[config.mk]
export PLATFORM = sky130hd
export DESIGN_NAME = seq_shl_flat
export DESIGN_NICKNAME = d
export VERILOG_FILES = /design/src/rtl/seq_shl_if.sv /design/src/rtl/seq_shl.sv /design/src/flat_wrapper.sv
export SDC_FILE = /design/constraint.sdc
export NUM_CORES = 1
export LEC_CHECK = 0
export BUFFER_PORTS_ARGS = -buffer_cell sky130_fd_sc_hd__buf_4
export CAP_MARGIN = 15
export CORE_ASPECT_RATIO = 0.9
export CORE_MARGIN = 5
export CORE_UTILIZATION = 40
export DETAILED_ROUTE_END_ITERATION = 6
export PLACE_DENSITY = 0.67
export SYNTH_ARGS = -nofsm -noshare
export SYNTH_HDL_FRONTEND = slang
export SYNTH_SLANG_ARGS = --single-unit
export TNS_END_PERCENT = 50
[constraint.sdc]
create_clock -name Clk -period 2.4 [get_ports Clk]
set_input_delay 0.24 -clock Clk [delete_from_list [all_inputs] [get_ports Clk]]
set_output_delay 0.24 -clock Clk [all_outputs]
set_load 0.02 [all_outputs]
[src/rtl/seq_shl_if.sv]
// Handshake/data bundle for the sequential left shifter.
// The requester drives start/a/sh_amt; the shifter returns d/ovf/busy/done.
interface seq_shl_if #(
    parameter int DATAWIDTH = 8
);
    logic                 start;
    logic [DATAWIDTH-1:0] a;
    logic [DATAWIDTH-1:0] sh_amt;
    logic [DATAWIDTH-1:0] d;
    logic                 ovf;
    logic                 busy;
    logic                 done;

    modport master (output start, a, sh_amt, input d, ovf, busy, done);
    modport slave  (input start, a, sh_amt, output d, ovf, busy, done);
endinterface

[src/rtl/seq_shl.sv]
// Multi-cycle logical left shifter: one bit per clock, start/busy/done handshake,
// sticky overflow when a 1 leaves the MSB.
module seq_shl #(
    parameter int DATAWIDTH = 8
) (
    input  logic       Clk,
    input  logic       Rst,
    seq_shl_if.slave   bus
);
    localparam int CW = $clog2(DATAWIDTH + 1);

    localparam logic [DATAWIDTH-1:0] DW_VAL  = DATAWIDTH[DATAWIDTH-1:0];
    localparam logic [CW-1:0]        CNT_MAX = DATAWIDTH[CW-1:0];

    typedef enum logic [1:0] {
        IDLE  = 2'd0,
        SHIFT = 2'd1,
        DONE  = 2'd2
    } state_t;

    state_t               state_q, state_nx;
    logic [DATAWIDTH-1:0] d_q, d_nx;
    logic                 ovf_q, ovf_nx;
    logic [CW-1:0]        cnt_q, cnt_nx;
    logic [CW-1:0]        n_clamp;

    // Amounts at or beyond the width all behave as a full-width shift.
    assign n_clamp = (bus.sh_amt >= DW_VAL) ? CNT_MAX : bus.sh_amt[CW-1:0];

    always_ff @(posedge Clk or negedge Rst) begin
        if (!Rst) begin
            state_q <= IDLE;
            d_q     <= '0;
            ovf_q   <= 1'b0;
            cnt_q   <= '0;
        end else begin
            state_q <= state_nx;
            d_q     <= d_nx;
            ovf_q   <= ovf_nx;
            cnt_q   <= cnt_nx;
        end
    end

    always_comb begin
        state_nx = state_q;
        d_nx     = d_q;
        ovf_nx   = ovf_q;
        cnt_nx   = cnt_q;
        case (state_q)
            IDLE: begin
                if (bus.start) begin
                    d_nx     = bus.a;
                    ovf_nx   = 1'b0;
                    cnt_nx   = n_clamp;
                    state_nx = (n_clamp == '0) ? DONE : SHIFT;
                end
            end
            SHIFT: begin
                d_nx   = {d_q[DATAWIDTH-2:0], 1'b0};
                ovf_nx = ovf_q | d_q[DATAWIDTH-1];
                cnt_nx = cnt_q - CW'(1);
                if (cnt_q == CW'(1)) state_nx = DONE;
            end
            DONE:    state_nx = IDLE;
            default: state_nx = IDLE;
        endcase
    end

    assign bus.d    = d_q;
    assign bus.ovf  = ovf_q;
    assign bus.busy = (state_q != IDLE);
    assign bus.done = (state_q == DONE);
endmodule

[src/flat_wrapper.sv]
// flat-port wrapper written by rule: the top's interface ports become plain ports
module seq_shl_flat 
#(
    parameter int DATAWIDTH = 8
)
  (Clk, Rst, bus_start, bus_a, bus_sh_amt, bus_d, bus_ovf, bus_busy, bus_done);
  seq_shl_if #(.DATAWIDTH(DATAWIDTH)) bus_i ();
  input  logic Clk;
  input  logic Rst;
  input wire logic [$bits(bus_i.start)-1:0] bus_start;
  input wire logic [$bits(bus_i.a)-1:0] bus_a;
  input wire logic [$bits(bus_i.sh_amt)-1:0] bus_sh_amt;
  output wire logic [$bits(bus_i.d)-1:0] bus_d;
  output wire logic [$bits(bus_i.ovf)-1:0] bus_ovf;
  output wire logic [$bits(bus_i.busy)-1:0] bus_busy;
  output wire logic [$bits(bus_i.done)-1:0] bus_done;
  assign bus_i.start = bus_start;
  assign bus_i.a = bus_a;
  assign bus_i.sh_amt = bus_sh_amt;
  assign bus_d = bus_i.d;
  assign bus_ovf = bus_i.ovf;
  assign bus_busy = bus_i.busy;
  assign bus_done = bus_i.done;
  seq_shl #(.DATAWIDTH(DATAWIDTH)) u_core (.Clk(Clk), .Rst(Rst), .bus(bus_i));
endmodule
==> flow_summary_export.csv, run 1 <==
group,metric,value,unit
synth,synth-main-ff-cell,"dfrtp_1",
sta,setup-tns-final,0,ps
power_and_ir_drop,power_density,1233,nW/µm²
global_routing,grtUsageTotal,0.1496,
global_routing,grt_pass1_vias,719,
sta,rsz0062_at_grt,"no",
sta,finalHoldViolCount,0,
layout,instances_no_fill,141,
global_routing,gr-total-overflow,0,
synth,synth_nets,108,
flow_run,maxCapViolations,0,
clock_tree,cts_resized,0,
synth,netlist.area_leader.share,0.4808,
sta,worst_pin_slew,911.7,ps
clock_tree,clk_latency,280,ps
critical_path,crit_family,"compound AO/OA/AOI/OAI gates",
synth,yosysUniqueCellTypes,27,
synth,ys_top_cells_by_area,"dfrtp_1 (48%), a22oi_1 (7.7%), nand2_1 (6.7%)",
critical_path,cp.arrival,1990,ps
sta,setup_viol,0,
critical_path,cp.required,2570,ps
clock_tree,cts.sink_count,15,
drt,viasPerCell,5.241,
drt,drt_wl_total,1.943,mm
sta,post-route-min-period,1821,ps
synth,syn-cell-area,780.7,µm²
power_and_ir_drop,ir_worst_vdd,0.0005436,V
drt,drc_errors,0,
placement,portBuffers,29,
layout,nets,138,
floorplan,die_y,51.91,µm
drt,dr.pass1.iters,4,
critical_path,path_class,"flip-flop to flip-flop",
floorplan,floorplan.rows,15,
sta,fmax,549.3,MHz
synth,ys_seq_area_frac,0.4808,
clock_tree,cts_buffer_depth,2,
placement,dpl.hpwl,1.444,mm
critical_path,crit_slowest_cell,"dfrtp_1",
sta,fin_skew,4.051,ps
synth,yosysWarnings,0,
synth,synth_commonest_cells,"dfrtp_1 (15), nand2_1 (14), a22oi_1 (8), o21ai_0 (8)",
floorplan,io_pins,30,
sta,fin_crit_sh,0.7586,
drt,via_count,739,
sta,max_slew_margin,0.3909,
drt,drt-initial-drc-count,9,
placement,gp_congestion,0.8229,
clock_tree,cts_max_level,1,
synth,synth-async-reset-ratio,1.000,
floorplan,core_area,1896,µm²
layout,area_delta_synth_final,33.65,%
hold_path,worst_hold_path_type,"input pin to flip-flop",
clock_tree,cts_root_buffer,"clkbuf_4",
clock_tree,tritoncts,"done",
floorplan,die_w,56.57,µm
floorplan,initial_core_util,0.4119,
critical_path,startpoint_type,"flip-flop",
floorplan,dieArea,2937,µm²
run_status,status,"complete, no violations",
sta,drv_slew,0,
critical_path,cp_max_fo,18,
critical_path,path_buf_inv,0,
critical_path,crit_chain,"o21bai_1 -> a21o_1 -> a221o_1",
synth,synth_seq_cells,15,
global_routing,grt_pass1_wl,3.325,mm
layout,drive_gt1_frac,0.2845,
drt,wl_per_cell,13.78,µm
placement,dp_cells,136,
power_and_ir_drop,p_leak,0.4921,nW
layout,fill_cells,175,
global_routing,antenna_found_initial,0,
drt,drtAntennaViolNets,0,
synth,syn_inst,87,
clock_tree,path_clk_slew,90,ps
synth,avgSynthCellArea,8.974,µm²
critical_path,worst_path_largest_cell_delay,680,ps
clock_tree,cts_buffers,3,
clock_tree,post-cts-setup-buffers,0,
synth,yosysMostFrequentCell,"dfrtp_1",
synth,synth_top_cell_by_area,"dfrtp_1",
synth,synth_edf_count,0,
layout,insertedDiodeCount,0,
critical_path,cp-end-kind,"flip-flop",
global_routing,grt_max_degree,19,
cell usage in the layout (no fill, tap or decap):
cell and n:
nand3_1 2, or3_1 1, inv_1 5, nor2_1 5
o21ai_0 8, o211ai_1 1, nor2b_1 2, nand4_1 1
a221o_1 1, dlygate4sd3_1 1, nand2b_1 2, clkbuf_1 1
ha_1 2, a21oi_1 3, nor3_1 3, and2_1 1
a21o_1 1, buf_4 29, dfrtp_1 15, nand2_1 14
and3_1 1, clkbuf_4 3, a22oi_1 8, o21bai_1 1
o221a_2 1, nor3b_1 1, o22ai_1 1, a32o_1 2
registers in the layout (all words and copies together), names as in the netlist:
| register | count |
|---|---|
| u_core.state_q | 2 |
| u_core.cnt_q | 4 |
| u_core.bus.d | 8 |
| u_core.bus.ovf | 1 |
per-layer routing:
metal | routed length (µm) | vias to the layer above | GRT usage
met4 | 28 | 0 | 0.04743
met2 | 934 | 21 | 0.2288
met3 | 107 | 2 | 0.04963
met1 | 873 | 348 | 0.1994
met5 | 0 | - | 0
li1 | - | 368 | -
layout make-up:
cell class | count | area, µm² | area share
repair buffers | 30 | 227.7 | 0.2182
multi-input cells | 62 | 364.1 | 0.3489
inverters | 5 | 18.77 | 0.01799
flip-flops and latches | 15 | 375.4 | 0.3597
well taps | 25 | 31.28 | 0.02998
clock buffers | 4 | 26.28 | 0.02518
where the power goes:
part           total (W)  switching, W  internal (W)
registers       0.000510      0.000142      0.000369
logic           0.000634      0.000338      0.000296
clock network   0.000143     0.0000781     0.0000645
cell families (layout without fill, tap and decap cells):
kind of cell,count (synthesis),after routing,synth area share
AO/OA/AOI/OAI,27,27,0.2372
adder cells (fa/ha/maj),2,2,0.03205
buffers and inverters,10,39,0.05287
flip-flops,15,15,0.4808
AND/OR/NAND/NOR,33,33,0.1971
worst reg2reg max path: stages (launching register included):
cell	delay, ps
dfrtp_1	680
o21bai_1	440
a21o_1	270
a221o_1	330
through the flow:
stage / setup slack [ps] / util / hold slack (ps) / cell area [µm²] / total power (W)
floorplan: 1012 / - / -55.59 / 780.7 / 0.0009193
global placement: 653.3 / 0.5314 / 104.4 / 1007 / 0.001135
detailed placement: 603.1 / 0.5314 / 109.2 / 1007 / 0.001147
CTS: 587.4 / 0.5505 / 206.8 / 1044 / 0.001295
global route: 410.4 / 0.5505 / 200.8 / 1044 / 0.001397
finish: 579.4 / 0.5505 / 221.0 / 1044 / 0.001287
what timing repair did:
action,in CTS,in global routing
endpoints found under the setup margin,0,0
hold buffers,1,0
hold endpoints to repair,15,0
worst paths after layout:
path                                               start                     endpoint  slack (ps)  cells after the start
max                        u_core.state_q[0]$_DFFE_PN0P_  u_core.cnt_q[3]$_DFFE_PN0P_         580                      3
min                                             bus_a[0]  u_core.bus.d[0]$_DFFE_PN0P_         220                      2
max reg2reg                u_core.state_q[0]$_DFFE_PN0P_  u_core.cnt_q[3]$_DFFE_PN0P_         580                      3
min reg2reg                  u_core.bus.d[7]$_DFFE_PN0P_  u_core.bus.d[7]$_DFFE_PN0P_         530                      2
max in group asynchronous                            Rst  u_core.bus.d[2]$_DFFE_PN0P_        1880                      2
min in group asynchronous                            Rst  u_core.cnt_q[3]$_DFFE_PN0P_         340                      2
Power figures use the tool's default switching activity.
==> inputs of run 2 (changes only) <==
==> constraint.sdc (replaced) <==
create_clock -name Clk -period 1.8 [get_ports Clk]
set_input_delay 0.18 -clock Clk [delete_from_list [all_inputs] [get_ports Clk]]
set_output_delay 0.18 -clock Clk [all_outputs]
set_load 0.02 [all_outputs]
==> run 2 against run 1 <==
  * Combinational power grew 55%
  * Hold slack worse by 78 ps
  * Die area unchanged
  * Clock skew grew 2.8 ps
  * Sequential share of layout area shrank 1.2 points
  * First-iteration DRC count rose by 78%
  * Cell count rose by 3.5%
  * Critical path depth unchanged
  * Fmax rose by 24%
  * Routed wire length up 5.9%
  * Power rose by 40%
  * Register-to-register slack got worse by 240 ps
==> flow_summary_export.csv, run 2 (synthesis results as in run 1) <==
group,metric,value,unit
sta,finalHoldViolCount,0,
global_routing,grt_pass1_wl,3.553,mm
layout,layout_common_cells,"buf_4 (34), dfrtp_1 (15), nand2_1 (14)",
sta,rsz0062_at_grt,"no",
global_routing,gr-usage-met3,0.04218,
layout,drive_gt1_frac,0.3140,
layout,design_area,1081,µm²
clock_tree,cts.sink_count,15,
sta,setup-tns-final,0,ps
sta,max_slew_margin,0.6742,
critical_path,cp-end-kind,"flip-flop",
clock_tree,tritoncts,"done",
critical_path,r2r_cells,3,
critical_path,cp_max_fo,5,
drt,drt-initial-drc-count,16,
floorplan,die_y,51.91,µm
placement,dp_cells,141,
floorplan,io_pins,30,
flow_run,maxCapViolations,0,
placement,pre_cts_slack,342.3,ps
critical_path,crit_slowest_cell,"dfrtp_1",
global_routing,grtUsageMet1,0.1941,
floorplan,initial_core_util,0.4119,
critical_path,path_class,"flip-flop to flip-flop",
hold_path,hold_path_end,"u_core.bus.d[0]$_DFFE_PN0P_",
global_routing,gr-total-overflow,0,
sta,setup_viol,0,
clock_tree,post-cts-setup-buffers,0,
clock_tree,cts_buffer_depth,2,
hold_path,hold_start,"bus_a[0]",
critical_path,cp.required,1970,ps
critical_path,crit_chain,"or3_1 -> a21o_1 -> a221o_1",
floorplan,floorplan.rows,15,
placement,dpl.hpwl,1.567,mm
sta,fin_ws,335.1,ps
drt,drc_errors,0,
floorplan,dieArea,2937,µm²
critical_path,r2r_end,"u_core.cnt_q[3]$_DFFE_PN0P_",
power_and_ir_drop,power_density,1670,nW/µm²
drt,via_count,787,
sta,fmax,682.6,MHz
layout,instances_no_fill,146,
sta,fin_crit_sh,0.8138,
global_routing,grt_pass1_vias,792,
global_routing,grtUsageTotal,0.1574,
hold_path,worst_hold_path_type,"input pin to flip-flop",
placement,dpl_cell_area,1045,µm²
clock_tree,hold_buffers,1,
sta,worst_pin_slew,484.9,ps
floorplan,core_area,1896,µm²
sta,post-route-min-period,1465,ps
critical_path,r2r_slack,340,ps
clock_tree,cts_resized,0,
drt,viasPerCell,5.390,
clock_tree,cts_max_level,1,
power_and_ir_drop,p_leak,0.5176,nW
critical_path,startpoint_type,"flip-flop",
critical_path,worst_path_largest_cell_delay,430,ps
floorplan,die_w,56.57,µm
global_routing,grtUsageMet2,0.2635,
drt,drt_wl_total,2.057,mm
layout,largest_reg_flops,8,
hold_path,whs_path_depth,2,
layout,multi_input_area,364.1,µm²
global_routing,gr-max-usage-layer,"met2",
critical_path,crit-reg2reg-launch,"u_core.cnt_q[2]$_DFFE_PN0P_",
drt,dr.pass1.iters,4,
layout,area_delta_synth_final,38.46,%
clock_tree,cts_root_buffer,"clkbuf_4",
sta,drv_slew,0,
run_status,status,"complete, no violations",
clock_tree,path_clk_slew,90,ps
layout,utilization,0.5703,
layout,insertedDiodeCount,0,
clock_tree,cts_buffers,3,
drt,wl_per_cell,14.09,µm
global_routing,grt_max_degree,16,
layout,seqCellArea,375.4,µm²
layout,nets,143,
clock_tree,clk_latency,280,ps
layout,layout_commonest_cell,"buf_4",
power_and_ir_drop,ir_worst_vdd,0.001035,V
critical_path,cp.arrival,1640,ps
global_routing,antenna_found_initial,0,
sta,fin_skew,6.887,ps
placement,portBuffers,29,
drt,drtAntennaViolNets,0,
layout,fill_cells,183,
placement,gp_congestion,0.8170,
## run 2: cell count changes in the layout (fill, tap and decap cells not counted)
cell and change:
buf_4 +5
## run 2: power breakdown
group	leakage [nW]	internal, W	switching [W]
sequential	0.189	0.000493	0.000137
clock	0.0150	0.0000860	0.000108
combinational	0.314	0.000453	0.000529
## run 2: layer usage
metal	part of all wire	vias up
li1	-	379
met1	0.41	377
met2	0.52	29
met3	0.050	2
met4	0.013	0
met5	0	-
## run 2: area by class of cell
class	instances	area share
multi-input cells	62	0.3368
clock buffers	4	0.02431
repair buffers	35	0.2454
well taps	25	0.02894
inverters	5	0.01736
flip-flops and latches	15	0.3472
## run 2: how the worst max path moves through the flow
stage                                             start                     endpoint  cells past startpoint
after floorplan             u_core.cnt_q[2]$_DFFE_PN0P_  u_core.cnt_q[3]$_DFFE_PN0P_                      3
after global placement      u_core.cnt_q[2]$_DFFE_PN0P_  u_core.cnt_q[3]$_DFFE_PN0P_                      3
after detailed placement    u_core.cnt_q[2]$_DFFE_PN0P_  u_core.cnt_q[3]$_DFFE_PN0P_                      3
after CTS                   u_core.cnt_q[2]$_DFFE_PN0P_  u_core.cnt_q[3]$_DFFE_PN0P_                      3
after global routing      u_core.state_q[0]$_DFFE_PN0P_                     bus_busy                      4
final                       u_core.cnt_q[2]$_DFFE_PN0P_  u_core.cnt_q[3]$_DFFE_PN0P_                      3
## run 2: critical path, delay by kind of cell, from the launching register on
kind               cells  cell delay [ps]
and+or+nand+nor        1              400
AOI/OAI and AO/OA      2              530
DFF                    1              430
## run 2: per-stage QoR
| stage | total power [W] | hold WS, ps |
|---|---|---|
| 2_1_floorplan | 0.001226 | -115.6 |
| 3_3_place_gp | 0.001579 | 47.62 |
| 3_5_place_dp | 0.001611 | 48.74 |
| 4_1_cts | 0.001817 | 140.8 |
| 5_1_grt | 0.001965 | 125.5 |
| 6_report | 0.001805 | 143.2 |
==> inputs of run 3 (changes only) <==
==> constraint.sdc (replaced) <==
create_clock -name Clk -period 1.4 [get_ports Clk]
set_input_delay 0.14 -clock Clk [delete_from_list [all_inputs] [get_ports Clk]]
set_output_delay 0.14 -clock Clk [all_outputs]
set_load 0.02 [all_outputs]
==> run 3 against run 2 <==
  * Clock power increased by 29%
  * Clock skew decreased by 1.1 ps
  * Hold slack got worse by 43 ps
==> flow_summary_export.csv, run 3 (synthesis results as in run 1) <==
group,metric,value,unit
run_status,status,"complete, no violations",
power_and_ir_drop,power_density,2144,nW/µm²
layout,design_area,1139,µm²
layout,nets,149,
layout,insertedDiodeCount,0,
placement,gp_congestion,0.8911,
clock_tree,cts.sink_count,15,
critical_path,cp.arrival,1570,ps
drt,drc_errors,0,
sta,hold_ws,100.4,ps
clock_tree,tritoncts,"done",
critical_path,crit_chain,"or3_4 -> a21o_1 -> a221o_1",
global_routing,grt_pass1_vias,781,
drt,drtAntennaViolNets,0,
layout,drive_gt1_frac,0.3622,
placement,dpl.hpwl,1.566,mm
critical_path,cp.required,1570,ps
layout,fill_cells,184,
floorplan,initial_core_util,0.4119,
critical_path,startpoint_type,"flip-flop",
drt,wl_per_cell,13.50,µm
sta,fin_ws,0.3093,ps
layout,multi_input_area,369.1,µm²
drt,dr.pass1.iters,4,
power_and_ir_drop,p_leak,0.5477,nW
sta,post-route-min-period,1400,ps
layout,layout_common_cells,"buf_4 (39), dfrtp_1 (15), nand2_1 (14)",
floorplan,io_pins,30,
clock_tree,cts_buffer_depth,2,
sta,fmax,714.4,MHz
critical_path,path_buf_inv,0,
placement,pre_cts_slack,27.58,ps
sta,max_slew_margin,0.7503,
layout,layout_commonest_cell,"buf_4",
placement,portBuffers,29,
critical_path,cp_max_fo,2,
clock_tree,cts_max_level,1,
placement,dpl_cell_area,1082,µm²
drt,viasPerCell,5.250,
drt,drt_wl_total,2.052,mm
clock_tree,clk_latency,280,ps
layout,area_delta_synth_final,45.83,%
layout,largest_reg_flops,8,
global_routing,grtUsageTotal,0.1472,
floorplan,core_area,1896,µm²
global_routing,antenna_found_initial,0,
critical_path,worst_path_largest_cell_delay,390,ps
layout,utilization,0.6007,
sta,drv_slew,0,
critical_path,crit_slowest_cell,"dfrtp_1",
floorplan,die_y,51.91,µm
sta,worst_pin_slew,373.8,ps
sta,fin_skew,5.779,ps
sta,setup_viol,0,
clock_tree,cts_root_buffer,"clkbuf_4",
drt,drt-initial-drc-count,20,
drt,via_count,798,
global_routing,gr-total-overflow,0,
drt,top_layer,"met4",
drt,drt-met1-wl,878,µm
clock_tree,cts_buffers,3,
sta,fin_crit_sh,0.9998,
flow_run,maxCapViolations,0,
drt,wl_met3,89,µm
floorplan,dieArea,2937,µm²
critical_path,path_class,"flip-flop to flip-flop",
floorplan,die_w,56.57,µm
hold_path,worst_hold_path_type,"input pin to flip-flop",
power_and_ir_drop,total_power,0.002442,W
critical_path,crit_family,"compound AO/OA/AOI/OAI gates",
global_routing,grt_max_degree,16,
sta,rsz0062_at_grt,"yes",
critical_path,cp-end-kind,"flip-flop",
sta,finalHoldViolCount,0,
drt,wl_met2,1.056,mm
floorplan,floorplan.rows,15,
clock_tree,path_clk_slew,100,ps
layout,seqCellArea,375.4,µm²
power_and_ir_drop,ir_worst_vdd,0.001176,V
global_routing,grt_pass1_wl,3.339,mm
==> run 3: cell count changes in the layout (fill, tap and decap cells not counted), sizes merged <==
cell,before,now
buf,34,40
clkinvlp,0,1
inv,5,4
==> run 3: repair_timing <==
| item | CTS | global route |
|---|---|---|
| resized for setup | 0 | 3 |
| buffers inserted | 0 | 1 |
| setup endpoints to repair | 0 | 3 |
| endpoints found under the hold margin | 15 | 0 |
| hold buffers | 1 | 0 |
==> run 3: area by class of cell <==
| cell class | count | share of cell area |
|---|---|---|
| Sequential cell | 15 | 0.3297 |
| Multi-Input combinational cell | 62 | 0.3242 |
| Timing Repair Buffer | 41 | 0.2758 |
| Tap cell | 25 | 0.02747 |
| Clock buffer | 4 | 0.02308 |
| Inverter | 5 | 0.01978 |
==> run 3: metal layers <==
| layer | vias to the layer above | track usage |
|---|---|---|
| li1 | 392 | - |
| met1 | 382 | 0.1785 |
| met2 | 22 | 0.2615 |
| met3 | 2 | 0.01737 |
| met4 | 0 | 0.06719 |
| met5 | - | 0 |
==> run 3: worst paths after layout <==
path | end | from | slack (ps) | cells after the start
min | u_core.bus.d[0]$_DFFE_PN0P_ | bus_a[0] | 100 | 2
max in group asynchronous | u_core.bus.d[7]$_DFFE_PN0P_ | Rst | 980 | 2
max | u_core.cnt_q[3]$_DFFE_PN0P_ | u_core.cnt_q[2]$_DFFE_PN0P_ | 0.3 | 3
min in group asynchronous | u_core.state_q[1]$_DFFE_PN0P_ | Rst | 240 | 2
min reg2reg | u_core.bus.d[3]$_DFFE_PN0P_ | u_core.bus.d[3]$_DFFE_PN0P_ | 520 | 2
max reg2reg | u_core.cnt_q[3]$_DFFE_PN0P_ | u_core.cnt_q[2]$_DFFE_PN0P_ | 0.3 | 3
==> run 3: worst register-to-register path: stages, from the launching register on <==
cell and delay [ps]:
dfrtp_1 390, or3_4 390, a21o_1 180, a221o_1 330
==> run 3: report_power, final <==
| part | internal [W] | total (W) | leakage, nW | switching, W |
|---|---|---|---|---|
| clock | 0.000110 | 0.000251 | 0.0150 | 0.000140 |
| combinational | 0.000681 | 0.00141 | 0.344 | 0.000732 |
| sequential | 0.000633 | 0.000779 | 0.189 | 0.000145 |
| total | 0.00142 | 0.00244 | 0.548 | 0.00102 |
==> run 3: per-stage QoR <==
step,setup TNS (ps),cells
global placement,0,146
finish,0,152
CTS,0,151
detailed placement,0,146
floorplan,0,87
global route,-38.99,152
